## src/rtl/slot_btn_cond_pkg.sv

```systemverilog
// rtl/slot_btn_cond_pkg.sv - shared debounce state encoding and default constants
//
// Purpose : common definitions for the start/stop button conditioner.
// Contents: db_state_e   per-channel debounce FSM state (2-bit encoding)
//           DB_CYCLES_DEFAULT  default number of consecutive samples to accept

package slot_btn_cond_pkg;

   localparam int DB_CYCLES_DEFAULT = 4;

   typedef enum logic [1:0] {
      ST_IDLE       = 2'd0,
      ST_DB_PRESS   = 2'd1,
      ST_HELD       = 2'd2,
      ST_DB_RELEASE = 2'd3
   } db_state_e;

endpackage

```

## src/rtl/slot_debounce.sv

```systemverilog
// rtl/slot_debounce.sv - one button channel: 2-flop synchronizer plus debounce FSM
//
// Purpose : synchronizes one raw active-low button and debounces it.
// Ports   : clk        system clock, rising edge
//           reset      synchronous, active-high
//           btn_n      raw button, active-low, asynchronous to clk
//           pulse_raw  high in the cycle whose edge accepts a press (next-state view)
//           held       accepted pressed level as of the coming edge (next-state view)
//
// pulse_raw and held are the FSM's next-state decisions; the parent registers them
// so the conditioned outputs change on the same edge the FSM changes state.

module slot_debounce
   import slot_btn_cond_pkg::*;
#(
   parameter int DB_CYCLES = DB_CYCLES_DEFAULT
)
(
   input  logic clk,
   input  logic reset,
   input  logic btn_n,
   output logic pulse_raw,
   output logic held
);

   localparam int              CNT_W    = $clog2(DB_CYCLES + 1);
   localparam logic [CNT_W-1:0] CNT_LAST = CNT_W'(DB_CYCLES - 1);
   localparam logic [CNT_W-1:0] CNT_ONE  = CNT_W'(1);
   localparam logic [CNT_W-1:0] CNT_ZERO = '0;

   logic             s1_q, s2_q;
   logic             s1_d, s2_d;
   db_state_e        state_q, state_d;
   logic [CNT_W-1:0] cnt_q, cnt_d;
   logic             pressed;

   // The FSM only ever looks at the second synchronizer stage.
   assign pressed = ~s2_q;

   always_comb begin
      s1_d      = btn_n;
      s2_d      = s1_q;
      state_d   = state_q;
      cnt_d     = cnt_q;
      pulse_raw = 1'b0;

      unique case (state_q)
         ST_IDLE: begin
            if (pressed) begin
               if (DB_CYCLES == 1) begin
                  // A single sample is enough: accept immediately.
                  state_d   = ST_HELD;
                  cnt_d     = CNT_ZERO;
                  pulse_raw = 1'b1;
               end else begin
                  state_d = ST_DB_PRESS;
                  cnt_d   = CNT_ONE;
               end
            end else begin
               cnt_d = CNT_ZERO;
            end
         end

         ST_DB_PRESS: begin
            if (!pressed) begin
               state_d = ST_IDLE;
               cnt_d   = CNT_ZERO;
            end else if (cnt_q == CNT_LAST) begin
               state_d   = ST_HELD;
               cnt_d     = CNT_ZERO;
               pulse_raw = 1'b1;
            end else begin
               cnt_d = cnt_q + CNT_ONE;
            end
         end

         ST_HELD: begin
            if (!pressed) begin
               if (DB_CYCLES == 1) begin
                  state_d = ST_IDLE;
                  cnt_d   = CNT_ZERO;
               end else begin
                  state_d = ST_DB_RELEASE;
                  cnt_d   = CNT_ONE;
               end
            end else begin
               cnt_d = CNT_ZERO;
            end
         end

         ST_DB_RELEASE: begin
            if (pressed) begin
               // Release bounce: go back to HELD without a new pulse.
               state_d = ST_HELD;
               cnt_d   = CNT_ZERO;
            end else if (cnt_q == CNT_LAST) begin
               state_d = ST_IDLE;
               cnt_d   = CNT_ZERO;
            end else begin
               cnt_d = cnt_q + CNT_ONE;
            end
         end

         default: begin
            state_d = ST_IDLE;
            cnt_d   = CNT_ZERO;
         end
      endcase

      // While debouncing a release the button still counts as held.
      held = (state_d == ST_HELD) || (state_d == ST_DB_RELEASE);
   end

   always_ff @(posedge clk) begin
      if (reset) begin
         s1_q    <= 1'b1;
         s2_q    <= 1'b1;
         state_q <= ST_IDLE;
         cnt_q   <= CNT_ZERO;
      end else begin
         s1_q    <= s1_d;
         s2_q    <= s2_d;
         state_q <= state_d;
         cnt_q   <= cnt_d;
      end
   end

endmodule

```

## src/rtl/slot_btn_cond.sv

```systemverilog
// rtl/slot_btn_cond.sv - start/stop pushbutton conditioner feeding slot_top
//
// Purpose : turns the raw active-low start/stop buttons into clean one-cycle
//           press pulses and debounced held levels.
// Ports   : clk          system clock, rising edge
//           reset        synchronous, active-high
//           start_n      raw start button, active-low, asynchronous
//           stop_n       raw stop button, active-low, asynchronous
//           start_pulse  one-cycle pulse per accepted start press
//           stop_pulse   one-cycle pulse per accepted stop press
//           start_held   debounced start level
//           stop_held    debounced stop level

module slot_btn_cond
   import slot_btn_cond_pkg::*;
#(
   parameter int DB_CYCLES = DB_CYCLES_DEFAULT
)
(
   input  logic clk,
   input  logic reset,
   input  logic start_n,
   input  logic stop_n,
   output logic start_pulse,
   output logic stop_pulse,
   output logic start_held,
   output logic stop_held
);

   logic start_pulse_raw, stop_pulse_raw;
   logic start_held_raw,  stop_held_raw;

   logic start_pulse_q, start_pulse_d;
   logic stop_pulse_q,  stop_pulse_d;
   logic start_held_q,  start_held_d;
   logic stop_held_q,   stop_held_d;

   slot_debounce #(.DB_CYCLES(DB_CYCLES)) u_start_db (
      .clk       (clk),
      .reset     (reset),
      .btn_n     (start_n),
      .pulse_raw (start_pulse_raw),
      .held      (start_held_raw)
   );

   slot_debounce #(.DB_CYCLES(DB_CYCLES)) u_stop_db (
      .clk       (clk),
      .reset     (reset),
      .btn_n     (stop_n),
      .pulse_raw (stop_pulse_raw),
      .held      (stop_held_raw)
   );

   always_comb begin
      start_pulse_d = start_pulse_raw;
      // Start wins a same-edge tie; the stop press is still tracked as held
      // but its one acceptance pulse is dropped for good.
      stop_pulse_d  = stop_pulse_raw & ~start_pulse_raw;
      start_held_d  = start_held_raw;
      stop_held_d   = stop_held_raw;
   end

   always_ff @(posedge clk) begin
      if (reset) begin
         start_pulse_q <= 1'b0;
         stop_pulse_q  <= 1'b0;
         start_held_q  <= 1'b0;
         stop_held_q   <= 1'b0;
      end else begin
         start_pulse_q <= start_pulse_d;
         stop_pulse_q  <= stop_pulse_d;
         start_held_q  <= start_held_d;
         stop_held_q   <= stop_held_d;
      end
   end

   assign start_pulse = start_pulse_q;
   assign stop_pulse  = stop_pulse_q;
   assign start_held  = start_held_q;
   assign stop_held   = stop_held_q;

endmodule

```

## config.mk

```make
export PLATFORM = sky130hd
export DESIGN_NAME = slot_btn_cond
export DESIGN_NICKNAME = d
export VERILOG_FILES = /design/src/rtl/slot_btn_cond_pkg.sv /design/src/rtl/slot_debounce.sv /design/src/rtl/slot_btn_cond.sv
export SDC_FILE = /design/constraint.sdc
export NUM_CORES = 1
export LEC_CHECK = 0
export ABC_AREA = 0
export CELL_PAD_IN_SITES_DETAIL_PLACEMENT = 1
export CELL_PAD_IN_SITES_GLOBAL_PLACEMENT = 1
export CORE_MARGIN = 1
export CORE_UTILIZATION = 43
export DETAILED_ROUTE_END_ITERATION = 12
export PLACE_DENSITY_LB_ADDON = 0.1
export SKIP_CTS_REPAIR_TIMING = 1
export SYNTH_ARGS = -nofsm -noshare
export SYNTH_HDL_FRONTEND = slang
export SYNTH_HIERARCHICAL = 1
export SYNTH_SLANG_ARGS = --single-unit
```

## constraint.sdc

```tcl
create_clock -name clk -period 3.1 [get_ports clk]
set_input_delay 0.62 -clock clk [delete_from_list [all_inputs] [get_ports clk]]
set_output_delay 0.62 -clock clk [all_outputs]
set_load 0.02 [all_outputs]
```

After elaboration in Yosys (flattened, before gate mapping)

Cells that the tools add are included.

Flip-flop bits (word level): 18
Bits of input ports: 4
Output and inout bits: 4
Logic and storage cells: 64

Add/sub/neg operators: 2
Eq/ne operators: 12
Mux-type cells: 32
Bitwise gates (word level): 2
Reductions and logical operators: 4

Operators by type and width:

| operator                                                              | number |
|---|---|
| 2-bit two-way mux                                                     | 12 |
| 3-bit one-hot mux with 4 select lines                                 | 2 |
| 3-bit two-way mux                                                     | 6 |
| 2-bit equality test, second input constant                            | 8 |
| 2-bit one-hot mux with 4 select lines                                 | 2 |
| 1-bit two-way mux                                                     | 10 |
| 3-bit by 1-bit adder with 3-bit output, second input constant         | 2 |
| 3-bit by 2-bit equality test with 1-bit output, second input constant | 2 |
| 2-bit by 1-bit equality test with 1-bit output, second input constant | 2 |
| 2-bit logical NOT                                                     | 2 |
| 1-bit logical OR                                                      | 2 |
| 1-bit bitwise AND                                                     | 1 |
| 1-bit NOT                                                             | 1 |

Longest topological paths before layout

Depth after elaboration: 6
Depth in mapped cells: 4

Hierarchy

The synthesis kept the hierarchy.

Modules (own cells, without submodules):

| module        | instances | cells an instance | area an instance (µm²) | seq. area each (µm²) |
|---|---|---|---|---|
| slot_debounce | 2         | 24                | 262.8                  | 140.1 |
| slot_btn_cond | 1         | 8                 | 111.4                  | 80.1 |

Worst setup path after synthesis

Ideal clock, no wire load.

Kind: register to register
Start point: register u_start_db.cnt_q[0]
End point: register start_pulse_q, in the netlist start_pulse
Data arrival time: 956 ps
Path slack: 2,079 ps
Stages on the path, launching flop included: 5
Path buffers: 0
Cell sequence: dfxtp_1 -> ha_1 -> nand3b_2 -> nor3_1 -> nor2b_1

Word-level cells in the longest chain between the ends: 4

RTL lines:

| what                                           | line                 | RTL |
|---|---|---|
| start: declaration                             | slot_debounce.sv:34  | `logic [CNT_W-1:0] cnt_q, cnt_d;` |
| start signal: assignment                       | slot_debounce.sv:124 | `cnt_q <= cnt_d;` |
| 3-bit by 2-bit equality test with 1-bit output | slot_debounce.sv:68  | `end else if (cnt_q == CNT_LAST) begin` |
| 1-bit two-way mux                              | slot_debounce.sv:68  |  |
| 1-bit two-way mux                              | slot_debounce.sv:65  | `if (!pressed) begin` |
| 1-bit two-way mux                              | slot_debounce.sv:47  | `unique case (state_q)` |
| named net start_pulse_d                        | slot_btn_cond.sv:33  | `logic start_pulse_q, start_pulse_d;` |
| end signal: assignment                         | slot_btn_cond.sv:70  | `start_pulse_q <= start_pulse_d;` |
| end: declaration                               | slot_btn_cond.sv:33  |  |

The timed path passes the listed nets, and every way through them passes these cells.
A chain may end at the register's enable or synchronous reset.

Worst setup path after layout

Start point: register stop_pulse_q, in the netlist stop_pulse
End point: output port stop_pulse

RTL lines:

| what                     | line                | RTL |
|---|---|---|
| start: declaration       | slot_btn_cond.sv:34 | `logic stop_pulse_q, stop_pulse_d;` |
| start signal: assignment | slot_btn_cond.sv:71 | `stop_pulse_q <= stop_pulse_d;` |
| end: declaration         | slot_btn_cond.sv:25 | `output logic stop_pulse,` |

No word-level cell between the ends.

==> impl_metrics.toml <==
[power]
clkPwrFrac_pct = 35.9
switching_share_pct = 19.86
vdd_drop_max_uv = 224.3
switching_power_uw = 77.39
p_seq_share_pct = 61.1
p_leak_uw = 0.0002785
intPower_uw = 312.3
combPwrFrac_pct = 3.0
powerDensity_nw_per_um2 = 511.4

[detailed_routing]
drt_pass1_iterations = 2
post_drt_wl_per_cell_um = 12.49
drc_errors = 0
via_per_inst = 5.207
ant_nets = 0
wl_um = 1024
drtIter0Drc = 1
vias = 427

[setup_path]
start_kind = "flip-flop"
path_max_fanout = 1
critical_path.max_stage_delay_ns = 0.59
cp-end-kind = "primary output"
arrival_ns = 1.20
worst_path_max_delay_cell = "clkdlybuf4s50_1"
required_ns = 2.48
crit_chain = "clkdlybuf4s50_1"
path_buf_inv = 1
critical_path.top_delay_family = "buffers and inverters"
setup.worst_path.class = "flip-flop to primary output"

[timing]
finalSetupTns_ns = 0
clock_skew_ns = 0.003900
drv_slew = 0
max_freq_mhz = 549.1
slew_headroom_pct = 57.22
finalCriticalPeriod_ns = 1.821
hold_viol = 0
worstMarginPinSlew_ns = 0.6397
setup_viol = 0
fin_crit_sh_pct = 58.74
rsz0062_at_grt = "false"

[finish]
ff_latch_area_um2 = 360.3
syn2layout_area_growth_pct = 19.65
drive_gt1_share_pct = 19.40
finalInstanceArea_um2 = 762.0
multi_input_area_um2 = 261.5
final_core_util_pct = 57.13
fin_nets = 74
antenna_cells = 0
fill_cells = 149

[synth]
ys_seq_elements = 18
synth_cell_types = 16
yosys.area.top_type = "dfxtp_1"
yosysWarningCount = 6
synth_top_area_share_pct = 56.58
synth.avg_cell_area_um2 = 11.37
synth_area_leaders = "dfxtp_1 (57%), nor3_1 (4.7%), a211oi_2 (3.9%), ha_1 (3.9%), or2_2 (3.9%)"
mappedNetlistArea_um2 = 636.9
synth_fp_nets = 62
postSynthCellCount = 56
ys_seq_area_share_pct = 56.58

[clock_tree]
numCtsBuffers = 3
cts_tree = "done"
clk_pin_slew_ns = 0.10
ctsRootBufferMaster = "clkbuf_4"
cts.path.max_buffers = 2
htreeDepth = 1
cts.sinks = 18
clk-insertion-delay-late_ns = 0.28

[global_route]
grt_max_degree = 19
grt_pass1_wl_um = 1614
grtUsageTotal_pct = 15.06
grt_antenna_before_repair = 0
grt_pass1_vias = 355
grt_overflow = 0

[die]
start_util_pct = 47.75
die_height_um = 40.49
coreArea_um2 = 1334
die_w_um = 40.49
die_area_um2 = 1639
rows = 13
ios = 8

[place]
port_buffers = 7
gp_congestion = 0.6359
placed_cell_area_um2 = 725.7

[status]
outcome = "complete, no violations"

[worst_hold_path]
min_path_type = "flip-flop to flip-flop"

[run]
cap_violations = 0
==> metrics by stage <==
step	power, uW	worst slack (ns)	hold WS (ns)	cells
finish	389.7	1.279	0.4350	82
global placement	254.4	1.192	0.3943	78
CTS	395.9	1.257	0.4348	82
floorplan	246.4	2.079	0.3895	56
global route	408.9	1.212	0.4564	82
detailed placement	255.1	1.173	0.4107	78
==> power by group through the flow <==
stage | Combinational (uW) | Sequential [uW] | Clock [uW]
final | 11.7 | 238 | 140
after global routing | 13.1 | 239 | 157
after CTS | 11.9 | 238 | 146
after detailed placement | 11.8 | 243 | 0
after global placement | 11.4 | 243 | 0
after floorplan | 4.08 | 242 | 0
==> synthesized netlist by cell type (all sizes together) <==
master / count
xor2: 2
nor3b: 1
ha: 2
dfxtp: 18
nand2: 2
nor2b: 3
inv: 4
or2: 4
a21oi: 2
nand3b: 4
a211oi: 4
and4b: 2
nor3: 6
a311oi: 2
==> final timing paths <==
check / startpoint / endpoint / slack (ns) / depth (start not counted)
min: u_stop_db/s1_q / u_stop_db/s2_q / 0.43 / 1
max: stop_pulse / stop_pulse / 1.28 / 1
max reg2reg: u_start_db/cnt_q[0] / start_pulse / 1.94 / 4
min reg2reg: u_stop_db/s1_q / u_stop_db/s2_q / 0.43 / 1
==> worst register-to-register path: stages (launching register included) <==
cell and delay, ns:
dfxtp_1 0.35, ha_1 0.23, nand3b_2 0.13, nor3_1 0.22, nor2b_1 0.16
==> routing by layer <==
metal	global-route usage, %	routed length (um)	vias to the layer above
li1	-	-	223
met1	21.77	552	196
met2	21.83	445	8
met3	3.333	27	0
met4	5.000	0	0
met5	0	0	-
==> logic make-up after synthesis <==
logic type	count (synthesis)	synth area share [%]
AO/OA/AOI/OAI	8	10.61
XOR/XNOR	2	2.751
adder cells (fa/ha/maj)	2	3.929
buffers and inverters	4	2.357
flip-flops	18	56.58
AND/OR/NAND/NOR	22	23.77
==> flip-flops by register name, summed over array words and instances, names as in the netlist <==
name / flops
u_start_db/s2_q: 1
u_stop_db/state_q: 2
stop_held: 1
u_stop_db/s1_q: 1
u_stop_db/cnt_q: 3
u_start_db/s1_q: 1
stop_pulse: 1
start_held: 1
u_start_db/cnt_q: 3
u_stop_db/s2_q: 1
u_start_db/state_q: 2
start_pulse: 1
==> area by class of cell <==
| class | count | share of cell area [%] |
|---|---|---|
| multi-input cells | 34 | 34.32 |
| well taps | 15 | 2.463 |
| inverters | 4 | 1.970 |
| repair buffers | 7 | 9.195 |
| flip-flops and latches | 18 | 47.29 |
| clock buffers | 4 | 4.762 |
==> placed cells by master, fill, tap and decap left out <==
cell type        netlist  layout
a211oi_1               2       2
nand3b_1               2       2
nor2b_1                3       3
ha_1                   2       2
nand2_1                2       2
and4b_1                2       2
a21oi_1                2       2
dfxtp_1               18      18
a311oi_1               2       2
inv_1                  4       4
or2_2                  4       4
nor3b_2                1       1
clkdlybuf4s50_1        0       7
xor2_1                 2       2
clkbuf_4               0       3
nor3_1                 6       6
a211oi_2               2       2
clkbuf_8               0       1
nand3b_2               2       2
Power figures use the tool's default switching activity.
